$ cat src/rtl/mac_decoder_pipe.sv
// Two-stage operand decoder for the MAC array: FP16 / FP8 E4M3 / INT9 lanes -> sign, exponent, mantissa, zero, special.
// Latency 2 cycles, 1 beat/cycle; o_ready depends only on i_ready and stage valids, so a stalled output holds the pipe.
package mac_decoder_pkg;
  typedef logic [1:0] mac_datatype;
  localparam mac_datatype DT_FP16 = 2'd0;
  localparam mac_datatype DT_FP8  = 2'd1;
  localparam mac_datatype DT_INT9 = 2'd2;
endpackage

module mac_decoder_pipe
  import mac_decoder_pkg::*;
#(
  parameter int LANES = 8,
  parameter bit NORM  = 1'b1
) (
  input  logic                 i_clk,
  input  logic                 i_rstn,
  input  logic                 i_valid,
  output logic                 o_ready,
  input  logic [1:0]           i_datatype,
  input  logic [LANES*16-1:0]  i_data,
  output logic                 o_valid,
  input  logic                 i_ready,
  output logic [LANES-1:0]     o_iszero,
  output logic [LANES-1:0]     o_sign,
  output logic [LANES-1:0]     o_special,
  output logic [LANES*7-1:0]   o_exp,
  output logic [LANES*11-1:0]  o_mant
);

  logic s1_valid, s2_valid, s1_adv, s2_adv;

  assign s2_adv  = !s2_valid || i_ready;
  assign s1_adv  = !s1_valid || s2_adv;
  assign o_ready = s1_adv;
  assign o_valid = s2_valid;

  function automatic logic [3:0] msb_pos(input logic [9:0] f);
    msb_pos = 4'd0;
    for (int b = 0; b < 10; b++)
      if (f[b]) msb_pos = 4'(b);
  endfunction

  // Stage 1: field extraction and leading-one search
  logic [LANES-1:0]    x_sign, x_zero, x_special, x_sub;
  logic [LANES*5-1:0]  x_exp;
  logic [LANES*10-1:0] x_frac;
  logic [LANES*4-1:0]  x_msb;

  always_comb begin : p_extract
    logic [15:0] d;
    d         = '0;
    x_sign    = '0;
    x_zero    = '0;
    x_special = '0;
    x_sub     = '0;
    x_exp     = '0;
    x_frac    = '0;
    x_msb     = '0;
    for (int l = 0; l < LANES; l++) begin
      d = i_data[16*l +: 16];
      case (i_datatype)
        DT_FP16: begin
          x_sign[l]          = d[15];
          x_exp[5*l +: 5]    = d[14:10];
          x_frac[10*l +: 10] = d[9:0];
          x_zero[l]          = (d[14:0] == 15'd0);
          x_special[l]       = (d[14:10] == 5'h1F);
          x_sub[l]           = (d[14:10] == 5'd0) && (d[9:0] != 10'd0);
        end
        DT_FP8: begin
          x_sign[l]          = d[7];
          x_exp[5*l +: 5]    = {1'b0, d[6:3]};
          x_frac[10*l +: 10] = {7'd0, d[2:0]};
          x_zero[l]          = (d[6:0] == 7'd0);
          x_special[l]       = (d[6:0] == 7'h7F);
          x_sub[l]           = (d[6:3] == 4'd0) && (d[2:0] != 3'd0);
        end
        default: begin
          // INT9 (and the unused encoding): raw two's complement in the frac slot
          x_sign[l]          = d[8];
          x_frac[10*l +: 10] = {1'b0, d[8:0]};
          x_zero[l]          = (d[8:0] == 9'd0);
        end
      endcase
      x_msb[4*l +: 4] = msb_pos(x_frac[10*l +: 10]);
    end
  end

  mac_datatype         s1_dt;
  logic [LANES-1:0]    s1_sign, s1_zero, s1_special, s1_sub;
  logic [LANES*5-1:0]  s1_exp;
  logic [LANES*10-1:0] s1_frac;
  logic [LANES*4-1:0]  s1_msb;

  always_ff @(posedge i_clk or negedge i_rstn) begin
    if (!i_rstn) begin
      s1_valid   <= 1'b0;
      s1_dt      <= DT_FP16;
      s1_sign    <= '0;
      s1_zero    <= '0;
      s1_special <= '0;
      s1_sub     <= '0;
      s1_exp     <= '0;
      s1_frac    <= '0;
      s1_msb     <= '0;
    end else if (s1_adv) begin
      s1_valid <= i_valid;
      if (i_valid) begin
        s1_dt      <= i_datatype;
        s1_sign    <= x_sign;
        s1_zero    <= x_zero;
        s1_special <= x_special;
        s1_sub     <= x_sub;
        s1_exp     <= x_exp;
        s1_frac    <= x_frac;
        s1_msb     <= x_msb;
      end
    end
  end

  // Stage 2: subnormal alignment and final exponent
  logic [LANES*7-1:0]  n_exp;
  logic [LANES*11-1:0] n_mant;

  always_comb begin : p_align
    logic [3:0]  h_pos;
    logic [3:0]  sh;
    logic [10:0] base;
    n_exp  = '0;
    n_mant = '0;
    sh     = '0;
    base   = '0;
    h_pos  = (s1_dt == DT_FP16) ? 4'd10 : 4'd3;
    for (int l = 0; l < LANES; l++) begin
      base = {1'b0, s1_frac[10*l +: 10]};
      sh   = h_pos - s1_msb[4*l +: 4];
      if (s1_dt != DT_FP16 && s1_dt != DT_FP8) begin
        n_mant[11*l +: 11] = base;
      end else if (s1_zero[l]) begin
        n_mant[11*l +: 11] = 11'd0;
      end else if (s1_sub[l]) begin
        if (NORM) begin
          n_mant[11*l +: 11] = base << sh;
          n_exp[7*l +: 7]    = 7'd1 - {3'd0, sh};
        end else begin
          n_mant[11*l +: 11] = base;
          n_exp[7*l +: 7]    = 7'd1;
        end
      end else begin
        n_mant[11*l +: 11] = base | (11'd1 << h_pos);
        n_exp[7*l +: 7]    = {2'd0, s1_exp[5*l +: 5]};
      end
    end
  end

  always_ff @(posedge i_clk or negedge i_rstn) begin
    if (!i_rstn) begin
      s2_valid  <= 1'b0;
      o_iszero  <= '0;
      o_sign    <= '0;
      o_special <= '0;
      o_exp     <= '0;
      o_mant    <= '0;
    end else if (s2_adv) begin
      s2_valid <= s1_valid;
      if (s1_valid) begin
        o_iszero  <= s1_zero;
        o_sign    <= s1_sign;
        o_special <= s1_special;
        o_exp     <= n_exp;
        o_mant    <= n_mant;
      end
    end
  end

endmodule

$ cat config.mk
export PLATFORM = sky130hd
export DESIGN_NAME = mac_decoder_pipe
export DESIGN_NICKNAME = d
export VERILOG_FILES = /design/src/rtl/mac_decoder_pipe.sv
export SDC_FILE = /design/constraint.sdc
export NUM_CORES = 1
export LEC_CHECK = 0
export ABC_AREA = 1
export CAP_MARGIN = 20
export CORE_MARGIN = 2
export CORE_UTILIZATION = 50
export CTS_BUF_LIST = sky130_fd_sc_hd__clkbuf_8 sky130_fd_sc_hd__clkbuf_16
export DETAILED_ROUTE_END_ITERATION = 10
export PLACE_DENSITY = 0.77
export SLEW_MARGIN = 10
export SYNTH_ARGS = -nofsm -noshare
export SYNTH_HDL_FRONTEND = slang
export SYNTH_SLANG_ARGS = --single-unit
export TNS_END_PERCENT = 5
$ cat constraint.sdc
create_clock -name i_clk -period 2.1 [get_ports i_clk]
set_input_delay 0.21 -clock i_clk [delete_from_list [all_inputs] [get_ports i_clk]]
set_output_delay 0.21 -clock i_clk [all_outputs]
set_load 0.005 [all_outputs]
==> results of run 1 <==
final cells by class:
| type | count | area (sq um) | share of cell area [%] |
|---|---|---|---|
| well taps | 532 | 666 | 2.33 |
| flip-flops and latches | 348 | 8710 | 30.5 |
| diodes | 1 | 2.50 | 0.00877 |
| clock inverters | 20 | 230 | 0.807 |
| repair buffers | 564 | 5390 | 18.9 |
| multi-input cells | 2178 | 11100 | 38.9 |
| inverters | 333 | 1270 | 4.47 |
| clock buffers | 50 | 1150 | 4.03 |
worst paths after layout:
path	startpoint	endpoint	slack (ns)	depth (start not counted)
min	i_rstn	o_mant[59]	0.17	2
min reg2reg	s1_special[2]	o_special[2]	0.48	2
max reg2reg	s1_dt[1]	o_mant[74]	-0.09	15
min in group i_clk	i_data[94]	s1_exp[29]	0.29	3
max	s1_dt[1]	o_mant[74]	-0.09	15
max in group asynchronous	i_rstn	o_mant[14]	1.09	3
Yosys cell counts (2+ instances only):
cell type and instances:
a21oi_1 248, a22o_1 2, a22oi_1 36, a31oi_1 19
a41o_1 4, and3_1 2, buf_1 5, buf_2 10
buf_4 19, buf_6 5, clkbuf_1 100, clkinv_1 8
dfrtp_1 348, ha_1 16, inv_1 320, inv_2 5
mux2i_1 2, nand2_1 877, nand2_2 17, nand3_1 195
nand4_1 26, nor2_1 278, nor2_2 9, nor2_4 2
nor3_1 40, nor4_1 4, o211ai_1 28, o21ai_0 264
o21ai_1 36, o21ai_2 4, o221ai_1 24, o22ai_1 13
o311ai_0 5, o31ai_1 3, o32ai_1 7, xnor2_1 3
xor2_1 9
flip-flops by register name, indices dropped and copies added (netlist names), 32 cells and up:
signal / count
s1_exp: 40
o_mant: 88
o_exp: 48
s1_frac: 80
s1_msb: 32
per-layer routing:
layer,global-route usage [%],share of wire [%]
met5,0,0.017
met1,48.0,41
met3,6.78,9.4
met2,55.1,45
met4,14.3,4.2
where the power goes:
| group | total (W) | leakage [nW] | switching (W) | internal (W) |
|---|---|---|---|---|
| Sequential | 0.00937 | 4.38 | 0.00129 | 0.00807 |
| Clock | 0.00741 | 0.689 | 0.00293 | 0.00447 |
| Combinational | 0.0125 | 8.27 | 0.00689 | 0.00559 |
logic make-up after synthesis:
| kind of cell | synth area share (%) |
|---|---|
| simple gates | 28.6 |
| flops | 42.0 |
| mux | 0.0966 |
| buf+inv | 9.14 |
| fa+ha+maj | 0.966 |
| xor+xnor | 0.507 |
| compound gates | 18.7 |
critical path: cells and delay by family, from the launching register on:
| family | cells | cell delay (ns) |
|---|---|---|
| AOI/OAI and AO/OA | 1 | 0.13 |
| adders and majority gates | 1 | 0.16 |
| buffers and inverters | 3 | 0.38 |
| and+or+nand+nor | 9 | 0.70 |
| xor gates and xnor gates | 1 | 0.26 |
| DFF | 1 | 0.49 |
per-stage QoR:
stage | setup slack (ns) | instance area (sq um) | power, W | std cells | TNS, ns
floorplan | -0.0861 | 20800 | 0.0147 | 2998 | -1.02
global placement | -0.243 | 26000 | 0.0205 | 3943 | -6.78
detailed placement | -0.272 | 26000 | 0.0205 | 3943 | -11.38
CTS | -0.0977 | 27700 | 0.0283 | 4016 | -1.47
global route | -0.242 | 28500 | 0.0308 | 4026 | -9.03
finish | -0.0876 | 28500 | 0.0292 | 4026 | -0.628
what timing repair did:
item                       in CTS  in global routing
buffers inserted                2                 10
pin swaps                      11                 44
hold endpoints to repair      158                  0
gates resized for setup        97                202
hold buffers                    1                  0
setup endpoints to repair     109                121
==> run metrics, run 1 <==
EDFF count, synth=0; startpoint types=flop; Worst Path Max Fanout=4; Clk Tree Root Cell=clkbuf_16; crit path time final=2.19 ns; CP arrival=2.69 ns; pin count of the biggest net entering global routing=53; peak supply drop=around 750 uV; Hold Slack=roughly 0.17 ns; number of max-cap violations=0; Seq cells post-synth=348; GR Overflow Total=0; maximum root-to-sink buffer count=3; Setup CP Type=reg -> reg; area grow syn2layout=37.7%; final setup fails=24; final number of max-transition violations=0; DP HPWL=57100 um; Main synth FF type=dfrtp_1; Netlist Area Pre-Place=0.0207 sq mm; CTS buffer count=40; RSZ-0062 raised after global routing=true; Final Skew=0.0150 ns; die area=0.0431 sq mm; FMAX=0.457 GHz; first-pass GRT wire length=121000 um; layout cells sized above 1=15.6%; CP max stage delay=between 0.4 and 0.5 ns; post-synth net total=3148; Yosys warnings=0; worst path required time=approximately 2.6 ns; commonest non-fill, non-tap cells in the layout=nand2_1, dfrtp_1, clkdlybuf4s50_1; synth unique cells=42; Final nets=~3600; sequential area share after synthesis=42.0%; Starting Density=50.7%; Final Cycle Share=104%; slew margin rel.=around 67%; Initial DRC Count=roughly 2400; final WL=between 70000 and 80000 um; All-Layer GR Usage=35.1%; vias in the first global route=22500; CTS tree=done; clk_lat worst skew=0.57 ns; antenna viol nets, final=0; die extent in x=approximately 210 um; Reg clk slew, reported paths=0.06 ns; H-tree depth=2; critical path cell sequence=nor2_4 > buf_6 > nand2_4 > inv_4 > ha_4 > xor2_4 > buf_6 > nor2_2 > nand2_1 > nand2_1 > nand2_1 > nand3_1 > nand2_1 > nand2_1 > a21oi_2; Mapped Avg Cell Area=6.91 sq um; Post-Synthesis Cells=2998; vias per cell=5.79; failing checks=setup timing; CP endpoint kind=flop; Core Region=roughly 0.04 sq mm; min-delay worst type=in -> async; IO Pins=304; final worst slack=-0.0876 ns; Crit path top cell by count=nand2_1; post-layout util=69.9%; commonest non-fill, non-tap cell in the layout=nand2_1; first drt pass iteration count=6; top cell type's share of synthesized area=42.0%; routed len/inst=19.2 um; vias=between 20000 and 25000; Synth area leaders=dfrtp_1, nand2_1, o21ai_0; status=finished, violations left; fill count=3413; static leakage=13.3 nW; Worst Max-Slew Pin Slew=0.502 ns; DRC viols=0; Die Span Y=~210 um; final count of hold timing violations=0; Post-synth ARST share=100%; Yosys top cell by area=dfrtp_1; Buffers on Ports=between 300 and 400; antenna violations before repair=2; Num Clock Sinks=about 350; power density of the placed cells=about 1000 mW/mm^2; Placer Congestion=0.978; critical path's slowest cell=dfrtp_4; FP Rows=74
No activity file was read; power rests on OpenSTA's default activity.
==> run 2, diff against run 1 <==
--- a/config.mk
+++ b/config.mk
@@ -12,6 +12,7 @@
 export CTS_BUF_LIST = sky130_fd_sc_hd__clkbuf_8 sky130_fd_sc_hd__clkbuf_16
 export DETAILED_ROUTE_END_ITERATION = 10
 export PLACE_DENSITY = 0.77
+export RECOVER_POWER = 50
 export SLEW_MARGIN = 10
 export SYNTH_ARGS = -nofsm -noshare
 export SYNTH_HDL_FRONTEND = slang
==> constraint.sdc (replaced) <==
create_clock -name i_clk -period 2.1 [get_ports i_clk]
set_input_delay 0.42 -clock i_clk [delete_from_list [all_inputs] [get_ports i_clk]]
set_output_delay 0.42 -clock i_clk [all_outputs]
set_load 0.005 [all_outputs]
==> run metrics, run 2 (synthesis results as in run 1) <==
critical path's slowest cell=dfrtp_4; CP startpoint=s1_dt[1]; FMAX=0.452 GHz (-1.2%); Reg clk slew, reported paths=0.06 ns (about the same); layout cells sized above 1=16.6% (+1.0 points); Initial DRC Count=2764 (+16%); peak supply drop=715 uV (-4.5%); status=finished, violations left; R2R cell count=11 (-4); first-pass GRT wire length=124000 um (+2.4%); Hold Slack=0.477 ns (+0.307 ns); commonest non-fill, non-tap cells in the layout=nand2_1, dfrtp_1, inv_1; sequential cell area=0.00871 sq mm (unchanged); final setup fails=50 (+110%); FP Rows=74 (unchanged); CP endpoint=o_mant[65]; Buffers on Ports=303 (unchanged); pin count of the biggest net entering global routing=59 (+11%); clk_lat worst skew=0.56 ns (about the same); vias in the first global route=23000 (+1.8%); DRC viols=0 (unchanged); multi-input logic area=0.0109 sq mm (-1.9%); static leakage=13.6 nW (+2.3%); antenna viol nets, final=0 (unchanged); WL met1=33000 um (+3.2%); power density of the placed cells=1010 mW/mm^2 (-1.2%); All-Layer GR Usage=35.8% (+0.72 points); Max Used Layer=met4; Core Region=0.0408 sq mm (unchanged); failing checks=setup timing; r2r setup slk=-0.11 ns (-0.03 ns); metal3 WL=6600 um (-9.0%); die extent in x=208 um (unchanged); CP arrival=2.65 ns (-0.04 ns); Placer Congestion=1.02 (+3.8%); setup TNS=-1.58 ns (-0.949 ns); first drt pass iteration count=8 (+2); final WL=79400 um (+2.7%); largest register by flop count=o_mant; Final Skew=0.0134 ns (-0.00156 ns); commonest non-fill, non-tap cell in the layout=nand2_1; Setup CP Type=reg -> reg; min-delay worst type=reg -> reg; die area=0.0431 sq mm (unchanged); Final nets=3710 (+2.6%); Die Span Y=208 um (unchanged); RSZ-0062 raised after global routing=true; max FFs per register=88 (unchanged); DP HPWL=59000 um (+3.4%); final count of hold timing violations=0 (unchanged); CP endpoint kind=flop; Final Cycle Share=105% (+1.2 points); vias per cell=5.81 (+0.39%); Num Clock Sinks=348 (unchanged); vias=23900 (+2.8%); critical path cell sequence=nor2_4 > buf_12 > nand2_1 > inv_2 > ha_4 > xor2_4 > inv_2 > nor2_4 > inv_1 > o211ai_1 > o21ai_1; H-tree depth=2 (unchanged); Worst Max-Slew Pin Slew=1.04 ns (+0.534 ns); metal2 WL=36700 um (+5.5%); area grow syn2layout=39.1%; post-layout util=70.6% (+0.72 points); routed len/inst=19.3 um (+0.35%); number of max-cap violations=0 (unchanged); crit path time final=2.21 ns (+0.0257 ns); antenna violations before repair=3 (+1); IO Pins=304 (unchanged); CP max stage delay=0.49 ns (about the same); CTS tree=done; Starting Density=50.7% (unchanged); maximum root-to-sink buffer count=3 (unchanged); largest registers=o_mant x88, s1_frac x80, o_exp x48; Worst Path Max Fanout=8 (+4); worst path required time=2.53 ns (-0.07 ns); final number of max-transition violations=0 (unchanged); fill count=3404 (-0.26%); slew margin rel.=31.0% (-36 points); final worst slack=-0.113 ns (-0.0257 ns); CTS buffer count=40 (unchanged); Clk Tree Root Cell=clkbuf_16; Reg-to-Reg Start=s1_dt[1]; r2r endpoint=o_mant[65]; GR Overflow Total=0 (unchanged); startpoint types=flop
-- run 2: timing repair --
item	4_1_cts	5_1_grt
cloned	1	1
hold endpoints to repair	31	0
buffers inserted	1	10
setup endpoints to repair	113	119
gates resized for setup	106	138
pin swaps	14	28
hold buffers	1	0
-- run 2: worst max-delay path: cells and delay by family (launching register included) --
kind	cells	cell delay, ns
AO/OA/AOI/OAI	2	0.35
XOR/XNOR	1	0.25
AND/OR/NAND/NOR	3	0.42
flip-flops	1	0.49
adder cells (fa/ha/maj)	1	0.16
buffers and inverters	4	0.42
-- run 2: report_power, final --
part	internal, W	switching, W	total [W]
sequential	0.00807	0.00128	0.00935
combinational	0.00567	0.00689	0.0126
clock	0.00429	0.00299	0.00728
-- run 2: metal layers --
layer	GRT usage (%)	vias to the layer above
met5	0	-
met4	13.6	0
met3	5.39	236
met2	57.9	1294
met1	48.8	11500
li1	-	11000
-- run 2: worst min path at each step --
stage                       startpoint           end  slack, ns  cells past startpoint
final                       o_mant[75]    o_mant[75]       0.48                      2
after detailed placement        i_rstn    o_mant[60]       0.33                      1
after floorplan                 i_rstn      o_exp[0]       0.12                      0
after global placement          i_rstn    o_mant[61]       0.33                      1
after global routing      o_special[0]  o_special[0]       0.51                      2
after CTS                       i_rstn    o_mant[60]       0.33                      2
-- run 2: stage by stage --
step / cells / instance area, sq um / power (W) / setup WS [ns]
after global routing: 4121 / 28800 / 0.0307 / -0.212
after CTS: 4108 / 28400 / 0.0285 / -0.105
after global placement: 4037 / 26700 / 0.0208 / -0.169
after floorplan: 2998 / 20800 / 0.0147 / -0.0861
final: 4121 / 28800 / 0.0292 / -0.113
after detailed placement: 4037 / 26700 / 0.0209 / -0.266
-- run 2: cell type report --
cell class | instances | share of cell area (%)
Antenna cell | 3 | 0.0260
Clock buffer | 48 | 3.89
Clock inverter | 20 | 0.760
Inverter | 333 | 4.41
Multi-Input combinational cell | 2180 | 37.8
Sequential cell | 348 | 30.2
Tap cell | 532 | 2.31
Timing Repair Buffer | 657 | 20.6
